`config.mk`:
```
export PLATFORM = sky130hd
export DESIGN_NAME = jc_stack_unit_flat
export DESIGN_NICKNAME = d
export VERILOG_FILES = /design/src/rtl/jc_pkg.sv /design/src/rtl/jc_stack_unit_if.sv /design/src/rtl/jc_ret_stack.sv /design/src/rtl/jc_stack_unit.sv /design/src/flat_wrapper.sv
export SDC_FILE = /design/constraint.sdc
export NUM_CORES = 1
export LEC_CHECK = 0
export ABC_CLOCK_PERIOD_IN_PS = 5100
export CAP_MARGIN = 30
export CORE_AREA = 2 2 91 93
export DETAILED_ROUTE_END_ITERATION = 10
export DIE_AREA = 0 0 93 95
export GPL_ROUTABILITY_DRIVEN = 0
export PLACE_DENSITY = 0.84
export REMOVE_ABC_BUFFERS = 1
export SLEW_MARGIN = 10
export SYNTH_ARGS = -nofsm -noshare
export SYNTH_HDL_FRONTEND = slang
export SYNTH_SLANG_ARGS = --single-unit
export TNS_END_PERCENT = 5
```
`constraint.sdc`:
```
create_clock -name clk -period 5.1 [get_ports clk]
set_input_delay 0.765 -clock clk [delete_from_list [all_inputs] [get_ports clk]]
set_output_delay 0.765 -clock clk [all_outputs]
set_load 0.1 [all_outputs]
```
`src/rtl/jc_pkg.sv`:
```
// jc_pkg: shared definitions for the jump-control unit.
//   - opcode constants for the control-transfer instructions
//   - FSM state enum (RUN / VECTOR)
//   - width of the non-address part of a return-stack entry
//   - helper that classifies an opcode as a control transfer
// Optional feature macro used by the unit: JC_NESTED_IRQ_EN.
package jc_pkg;

  localparam logic [5:0] OP_JMP  = 6'b011000;
  localparam logic [5:0] OP_CALL = 6'b011001;
  localparam logic [5:0] OP_JV   = 6'b011100;
  localparam logic [5:0] OP_JNV  = 6'b011101;
  localparam logic [5:0] OP_JZ   = 6'b011110;
  localparam logic [5:0] OP_JNZ  = 6'b011111;
  localparam logic [5:0] OP_RET  = 6'b010000;

  // Stack entry = {addr[AW-1:0], flags[1:0], irq}; this is the non-address part.
  localparam int ENTRY_META_W = 3;

  typedef enum logic {
    ST_RUN    = 1'b0,
    ST_VECTOR = 1'b1
  } jc_state_e;

  // True for every opcode that may redirect the PC.
  function automatic logic jc_is_ctrl(input logic [5:0] op);
    logic r;
    case (op)
      OP_JMP, OP_CALL, OP_JV, OP_JNV, OP_JZ, OP_JNZ, OP_RET: r = 1'b1;
      default:                                               r = 1'b0;
    endcase
    return r;
  endfunction

endpackage

```
`src/rtl/jc_stack_unit_if.sv`:
```
// jc_stack_unit_if: bus between fetch/decode and the jump-control unit.
//   Inputs to the unit : op, jmp_address_pm, current_address, flag_ex, interrupt
//   Outputs of the unit: jmp_loc, pc_mux_sel, irq_ack, flag_restore_valid,
//                        flag_restore, in_isr, stack_ovf, stack_unf
//   master = pipeline side, slave = jc_stack_unit side.
interface jc_stack_unit_if #(
  parameter int AW = 16
);
  logic [5:0]    op;
  logic [AW-1:0] jmp_address_pm;
  logic [AW-1:0] current_address;
  logic [1:0]    flag_ex;
  logic          interrupt;
  logic [AW-1:0] jmp_loc;
  logic          pc_mux_sel;
  logic          irq_ack;
  logic          flag_restore_valid;
  logic [1:0]    flag_restore;
  logic          in_isr;
  logic          stack_ovf;
  logic          stack_unf;

  modport master (
    output op, jmp_address_pm, current_address, flag_ex, interrupt,
    input  jmp_loc, pc_mux_sel, irq_ack, flag_restore_valid, flag_restore,
           in_isr, stack_ovf, stack_unf
  );

  modport slave (
    input  op, jmp_address_pm, current_address, flag_ex, interrupt,
    output jmp_loc, pc_mux_sel, irq_ack, flag_restore_valid, flag_restore,
           in_isr, stack_ovf, stack_unf
  );
endinterface

```
`src/rtl/jc_ret_stack.sv`:
```
// jc_ret_stack: DEPTH-entry LIFO of return frames {addr, flags, irq}.
//   clk, reset (sync, active-low)
//   push_i + push_addr_i/push_flags_i/push_irq_i : write a frame (ignored when full)
//   pop_i                                        : drop top frame (ignored when empty)
//   full_o, empty_o                              : occupancy
//   top_addr_o/top_flags_o/top_irq_o             : current top frame
//   irq_any_o                                    : some valid frame is an interrupt frame
module jc_ret_stack
  import jc_pkg::*;
#(
  parameter int AW    = 16,
  parameter int DEPTH = 4
) (
  input  logic          clk,
  input  logic          reset,
  input  logic          push_i,
  input  logic [AW-1:0] push_addr_i,
  input  logic [1:0]    push_flags_i,
  input  logic          push_irq_i,
  input  logic          pop_i,
  output logic          full_o,
  output logic          empty_o,
  output logic [AW-1:0] top_addr_o,
  output logic [1:0]    top_flags_o,
  output logic          top_irq_o,
  output logic          irq_any_o
);

  localparam int SPW = $clog2(DEPTH + 1);
  localparam int IW  = (DEPTH > 1) ? $clog2(DEPTH) : 1;
  localparam int EW  = AW + ENTRY_META_W;

  typedef struct packed {
    logic [AW-1:0] addr;
    logic [1:0]    flags;
    logic          irq;
  } jc_entry_t;

  jc_entry_t      mem_q [DEPTH];
  logic [SPW-1:0] sp_q;
  logic [IW-1:0]  top_idx_s;
  logic [IW-1:0]  wr_idx_s;
  jc_entry_t      top_s;
  logic           irq_any_s;

  assign full_o    = (sp_q == SPW'(DEPTH));
  assign empty_o   = (sp_q == '0);
  // When empty this index aliases a stale slot; callers only use top when not empty.
  assign top_idx_s = IW'(sp_q - SPW'(1));
  assign wr_idx_s  = IW'(sp_q);
  assign top_s     = mem_q[top_idx_s];

  assign top_addr_o  = top_s.addr;
  assign top_flags_o = top_s.flags;
  assign top_irq_o   = top_s.irq;
  assign irq_any_o   = irq_any_s;

  // OR of irq bits over the occupied slots only (slots at or above sp are stale).
  always_comb begin
    irq_any_s = 1'b0;
    for (int i = 0; i < DEPTH; i++) begin
      if (i < int'(sp_q)) begin
        irq_any_s = irq_any_s | mem_q[i].irq;
      end else begin
        irq_any_s = irq_any_s;
      end
    end
  end

  // Stack pointer and storage update; a reset discards every frame.
  always_ff @(posedge clk) begin
    if (!reset) begin
      sp_q <= '0;
      for (int i = 0; i < DEPTH; i++) begin
        mem_q[i] <= jc_entry_t'({EW{1'b0}});
      end
    end else if (push_i && !pop_i && !full_o) begin
      mem_q[wr_idx_s] <= '{addr: push_addr_i, flags: push_flags_i, irq: push_irq_i};
      sp_q            <= sp_q + SPW'(1);
    end else if (pop_i && !push_i && !empty_o) begin
      sp_q <= sp_q - SPW'(1);
    end
  end

endmodule

```
`src/rtl/jc_stack_unit.sv`:
```
// jc_stack_unit: jump-control unit for the MIPS datapath.
//   clk, reset (sync, active-low)
//   bus (jc_stack_unit_if.slave): decode-stage opcode/targets/flags and the
//   interrupt request in; PC mux select, jump target, interrupt/flag-restore
//   pulses, ISR status and sticky stack error flags out.
// Jump decisions are combinational on op; the RUN/VECTOR FSM inserts the
// interrupt vector cycle. Macro JC_NESTED_IRQ_EN allows interrupts while an
// interrupt frame is already on the stack.
module jc_stack_unit
  import jc_pkg::*;
#(
  parameter int            AW         = 16,
  parameter int            DEPTH      = 4,
  parameter logic [AW-1:0] IRQ_VECTOR = 16'hF000
) (
  input  logic            clk,
  input  logic            reset,
  jc_stack_unit_if.slave  bus
);

  jc_state_e     state_q, state_d;
  logic          irq_pend_q;
  logic          ovf_q, unf_q;

  logic          full_s, empty_s, top_irq_s, irq_any_s;
  logic [AW-1:0] top_addr_s;
  logic [1:0]    top_flags_s;

  logic          push_s, pop_s, push_irq_s;
  logic [AW-1:0] push_addr_s;
  logic [1:0]    push_flags_s;
  logic          ovf_set_s, unf_set_s;
  logic [AW-1:0] jmp_loc_s;
  logic          sel_s, ack_s, frv_s;
  logic [1:0]    fr_s;
  logic          nest_ok_s, accept_s;

  jc_ret_stack #(.AW(AW), .DEPTH(DEPTH)) u_stack (
    .clk         (clk),
    .reset       (reset),
    .push_i      (push_s),
    .push_addr_i (push_addr_s),
    .push_flags_i(push_flags_s),
    .push_irq_i  (push_irq_s),
    .pop_i       (pop_s),
    .full_o      (full_s),
    .empty_o     (empty_s),
    .top_addr_o  (top_addr_s),
    .top_flags_o (top_flags_s),
    .top_irq_o   (top_irq_s),
    .irq_any_o   (irq_any_s)
  );

`ifdef JC_NESTED_IRQ_EN
  assign nest_ok_s = 1'b1;
`else
  assign nest_ok_s = !irq_any_s;
`endif

  // A control op in the slot would be lost by the flush, so it blocks acceptance.
  assign accept_s = irq_pend_q && !jc_is_ctrl(bus.op) && !full_s && nest_ok_s;

  // Jump decode, stack requests and FSM next state.
  always_comb begin
    state_d      = state_q;
    jmp_loc_s    = bus.jmp_address_pm;
    sel_s        = 1'b0;
    ack_s        = 1'b0;
    frv_s        = 1'b0;
    fr_s         = 2'b00;
    push_s       = 1'b0;
    pop_s        = 1'b0;
    push_addr_s  = bus.current_address;
    push_flags_s = 2'b00;
    push_irq_s   = 1'b0;
    ovf_set_s    = 1'b0;
    unf_set_s    = 1'b0;
    case (state_q)
      ST_RUN: begin
        case (bus.op)
          OP_JMP: sel_s = 1'b1;
          OP_CALL: begin
            sel_s = 1'b1;
            if (full_s) begin
              ovf_set_s = 1'b1;
            end else begin
              push_s      = 1'b1;
              push_addr_s = bus.current_address + AW'(1);
            end
          end
          OP_JV:  sel_s = bus.flag_ex[0];
          OP_JNV: sel_s = !bus.flag_ex[0];
          OP_JZ:  sel_s = bus.flag_ex[1];
          OP_JNZ: sel_s = !bus.flag_ex[1];
          OP_RET: begin
            if (empty_s) begin
              unf_set_s = 1'b1;
            end else begin
              pop_s     = 1'b1;
              sel_s     = 1'b1;
              jmp_loc_s = top_addr_s;
              frv_s     = top_irq_s;
              fr_s      = top_irq_s ? top_flags_s : 2'b00;
            end
          end
          default: sel_s = 1'b0;
        endcase
        if (accept_s) begin
          state_d = ST_VECTOR;
        end else begin
          state_d = ST_RUN;
        end
      end
      ST_VECTOR: begin
        // op is ignored here; the slot's instruction is replayed after RET.
        sel_s        = 1'b1;
        jmp_loc_s    = IRQ_VECTOR;
        ack_s        = 1'b1;
        push_s       = 1'b1;
        push_addr_s  = bus.current_address;
        push_flags_s = bus.flag_ex;
        push_irq_s   = 1'b1;
        state_d      = ST_RUN;
      end
      default: state_d = ST_RUN;
    endcase
  end

  // FSM state, interrupt request sampling and sticky stack error flags.
  always_ff @(posedge clk) begin
    if (!reset) begin
      state_q    <= ST_RUN;
      irq_pend_q <= 1'b0;
      ovf_q      <= 1'b0;
      unf_q      <= 1'b0;
    end else begin
      state_q    <= state_d;
      irq_pend_q <= bus.interrupt;
      ovf_q      <= ovf_q | ovf_set_s;
      unf_q      <= unf_q | unf_set_s;
    end
  end

  assign bus.jmp_loc            = jmp_loc_s;
  assign bus.pc_mux_sel         = sel_s;
  assign bus.irq_ack            = ack_s;
  assign bus.flag_restore_valid = frv_s;
  assign bus.flag_restore       = fr_s;
  assign bus.in_isr             = irq_any_s;
  assign bus.stack_ovf          = ovf_q;
  assign bus.stack_unf          = unf_q;

endmodule

```
`src/flat_wrapper.sv`:
```
// flat-port wrapper written by rule: the top's interface ports become plain ports
module jc_stack_unit_flat import jc_pkg::*;
#(
  parameter int            AW         = 16,
  parameter int            DEPTH      = 4,
  parameter logic [AW-1:0] IRQ_VECTOR = 16'hF000
)
  (clk, reset, bus_op, bus_jmp_address_pm, bus_current_address, bus_flag_ex, bus_interrupt, bus_jmp_loc, bus_pc_mux_sel, bus_irq_ack, bus_flag_restore_valid, bus_flag_restore, bus_in_isr, bus_stack_ovf, bus_stack_unf);
  jc_stack_unit_if #(.AW(AW)) bus_i ();
  input  logic clk;
  input  logic reset;
  input wire logic [$bits(bus_i.op)-1:0] bus_op;
  input wire logic [$bits(bus_i.jmp_address_pm)-1:0] bus_jmp_address_pm;
  input wire logic [$bits(bus_i.current_address)-1:0] bus_current_address;
  input wire logic [$bits(bus_i.flag_ex)-1:0] bus_flag_ex;
  input wire logic [$bits(bus_i.interrupt)-1:0] bus_interrupt;
  output wire logic [$bits(bus_i.jmp_loc)-1:0] bus_jmp_loc;
  output wire logic [$bits(bus_i.pc_mux_sel)-1:0] bus_pc_mux_sel;
  output wire logic [$bits(bus_i.irq_ack)-1:0] bus_irq_ack;
  output wire logic [$bits(bus_i.flag_restore_valid)-1:0] bus_flag_restore_valid;
  output wire logic [$bits(bus_i.flag_restore)-1:0] bus_flag_restore;
  output wire logic [$bits(bus_i.in_isr)-1:0] bus_in_isr;
  output wire logic [$bits(bus_i.stack_ovf)-1:0] bus_stack_ovf;
  output wire logic [$bits(bus_i.stack_unf)-1:0] bus_stack_unf;
  assign bus_i.op = bus_op;
  assign bus_i.jmp_address_pm = bus_jmp_address_pm;
  assign bus_i.current_address = bus_current_address;
  assign bus_i.flag_ex = bus_flag_ex;
  assign bus_i.interrupt = bus_interrupt;
  assign bus_jmp_loc = bus_i.jmp_loc;
  assign bus_pc_mux_sel = bus_i.pc_mux_sel;
  assign bus_irq_ack = bus_i.irq_ack;
  assign bus_flag_restore_valid = bus_i.flag_restore_valid;
  assign bus_flag_restore = bus_i.flag_restore;
  assign bus_in_isr = bus_i.in_isr;
  assign bus_stack_ovf = bus_i.stack_ovf;
  assign bus_stack_unf = bus_i.stack_unf;
  jc_stack_unit #(.AW(AW), .DEPTH(DEPTH), .IRQ_VECTOR(IRQ_VECTOR)) u_core (.clk(clk), .reset(reset), .bus(bus_i));
endmodule
```
==> run metrics <==
status=completed; combinational power share=19.9%; hold slack=0.489 ns; Max Cap Viol=0; Pwr per Cell Area=281 mW/mm^2; Critical Path AT=3.22 ns; fmax=0.251 GHz; Skew-Pair Late Insertion Delay=0.37 ns; post-synth top area share=51.1%; DRC Markers=0; FFs w/ async S/R, synth=0%; CTS Root Cell=clkbuf_8; area of the mapped netlist=0.00447 sq mm; placed insts=548; final setup skew=0.00763 ns; cell row count=33; Avg Cell Area, Syn=11.4 sq um; antenna violations before repair=0; Cell Count, Final, Fillers Out=565; Seq/Total Area, Yosys=54.2%; kind of critical path=in2out; largest net degree at the start of global routing=24; gr usage total=27.5%; R2R Path Start=u_core.u_stack.sp_q[1]$_SDFFE_PN0P_; post-layout minimum cycle time=3.98 ns; final core occ=70.8%; worst slack at placement=1.12 ns; total CTS buffers=9; actual slew at the worst max-slew pin=0.970 ns; Pre-Repair DR Iteration Count=5; IO Pins=67; Die Width=93 um; crit-path max cell delay=0.75 ns; largest area contributor in the netlist=edfxtp_1; Layout area overhead=25.6%; # setup viols final=0; total grt overflow=0; layout cell share with drive strength beyond 1=16.3%; Crit. End Element=output port; Worst Min Path Start=u_core.bus.stack_ovf$_SDFF_PN0_; Netlist cell types=50; number of synthesized flops with an enable pin=76; via count=3617; ANT cells=0; Post-CTS Setup Inserts=0; crit-path max FO=18; routed len/inst=20.0 um; final setup TNS=0 ns; cell with the most instances after synthesis=edfxtp_1; final worst setup slack=1.12 ns; Die Ht=95 um; register bit total from synthesis=83; Vias/cell=6.40; vias in the first global route=3690; Psw=0.000454 W; DIE AREA=0.00884 sq mm; CP Cell Sequence=clkdlybuf4s50_1 > nor4b_4 > and3_1 > nand2_1 > a21oi_1 > buf_12; final net count=503; initial drt markers=335; Final Cycle Share=78.0%; clk buf depth=2; DP HPWL=7660 um; most frequent cells after synthesis=76 x edfxtp_1, 62 x a21oi_1, 55 x nand2_1; post_cts resized=0; CTS Sinks=83; unrepaired setup endpoints after global routing=no; Total Wirelength=11300 um; Leakage=2.01 nW; CTS HTree Levels=3; Initial Util=56.4%; Power Internal=0.00112 W; CTS tree=yes; Sequential Power Share=49.6%; CP startpoint kind=primary input; class of the worst hold path=reg2reg; Max-slew headroom=35.1%; Sw Share=28.8%; Fin. Hold Viols=0; ranking of synthesized cells by area=edfxtp_1 51%, mux4_2 9.6%, a21oi_1 6.9%; Clock power frac=30.5%; Primary FF master, synth=edfxtp_1; global-route wire length before repair=18100 um; Final Max Tran Viols=0; Clk pin slew, worst setup/hold paths=0.08 ns; Worst VDD drop=0.164 mV; port bufs=66; Syn Inst Count=391; core area=0.00793 sq mm; critical path data required time=4.34 ns; CP startpoint=bus_op[2]; reg-to-reg setup timing slack=2.01 ns; Routed Antenna Nets=0; CP max stage cell=and3_1; Ys Warns=0; # hold bufs at CTS=0
path summary, 6_finish.rpt:
check                                         endpoint  depth (start not counted)
max reg2reg  u_core.u_stack.mem_q[2][16]$_SDFFCE_PN0P_                          6
min                    u_core.bus.stack_ovf$_SDFF_PN0_                          1
min reg2reg            u_core.bus.stack_ovf$_SDFF_PN0_                          1
max                                     bus_jmp_loc[1]                          6
area by class of cell:
class                           count  area (sq um)
Multi-Input combinational cell    279          1920
Inverter                            9          33.8
Clock buffer                        9           124
Clock inverter                      7          73.8
Timing Repair Buffer               73           906
Sequential cell                    83          2420
Tap cell                          105           131
Fill cell                         579          2320
metal layers:
layer / wire [um] / GRT usage [%] / vias to the layer above
met2: 5650 / 45.3 / 210
met5: 0 / 0 / -
met1: 4230 / 34.8 / 1741
met4: 333 / 14.5 / 0
met3: 1060 / 5.27 / 34
li1: - / - / 1632
cell families (layout without fill, tap and decap cells):
kind of cell               count (synthesis)  count (layout)  synth area share (%)
xor gates and xnor gates                   6               6                  1.18
buffers and inverters                     29              98                  2.94
and+or+nand+nor                          154             154                  18.1
DFF                                       83              83                  54.2
muxes                                     21              21                  10.0
adders and majority gates                  5               5                  1.40
AOI/OAI and AO/OA                         93              93                  12.2
stage by stage:
stage               cell area, sq um  total power [W]
floorplan                       4370         0.000980
global placement                5400          0.00110
detailed placement              5400          0.00111
CTS                             5600          0.00157
global route                    5610          0.00163
finish                          5610          0.00157
cells in the final DEF (no fill, tap or decap), types with 3 or more instances in the layout:
cell,instances
nand4_1,5
buf_4,8
clkdlybuf4s50_1,45
edfxtp_1,76
buf_12,19
or4_1,5
dfxtp_1,7
inv_1,8
a31oi_1,3
xor2_1,4
and3_1,8
o21ai_0,6
ha_1,5
or3_1,4
nand3_1,15
nor3_1,4
inv_6,3
clkbuf_8,9
nand2b_1,3
mux4_2,19
nand2_1,55
o31ai_1,9
a21oi_1,62
nor4_1,3
nor2_1,34
critical path: cells and delay by family:
family / cells / cell delay, ns
buf+inv: 2 / 0.78
simple gates: 3 / 1.37
compound gates: 1 / 0.29
flip-flops by register name (all words and copies together), names as in the netlist:
name,cells
u_core.u_stack.mem_q,76
u_core.bus.stack_unf,1
u_core.bus.stack_ovf,1
u_core.u_stack.sp_q,3
u_core.state_q,1
u_core.irq_pend_q,1
power by group through the flow:
stage / registers [W] / clock network [W] / logic, W
floorplan: 0.000801 / 0 / 0.000179
global placement: 0.000794 / 0 / 0.000305
detailed placement: 0.000796 / 0 / 0.000310
CTS: 0.000781 / 0.000480 / 0.000312
global route: 0.000783 / 0.000513 / 0.000332
finish: 0.000781 / 0.000480 / 0.000314
No activity file was read; power rests on OpenSTA's default activity.
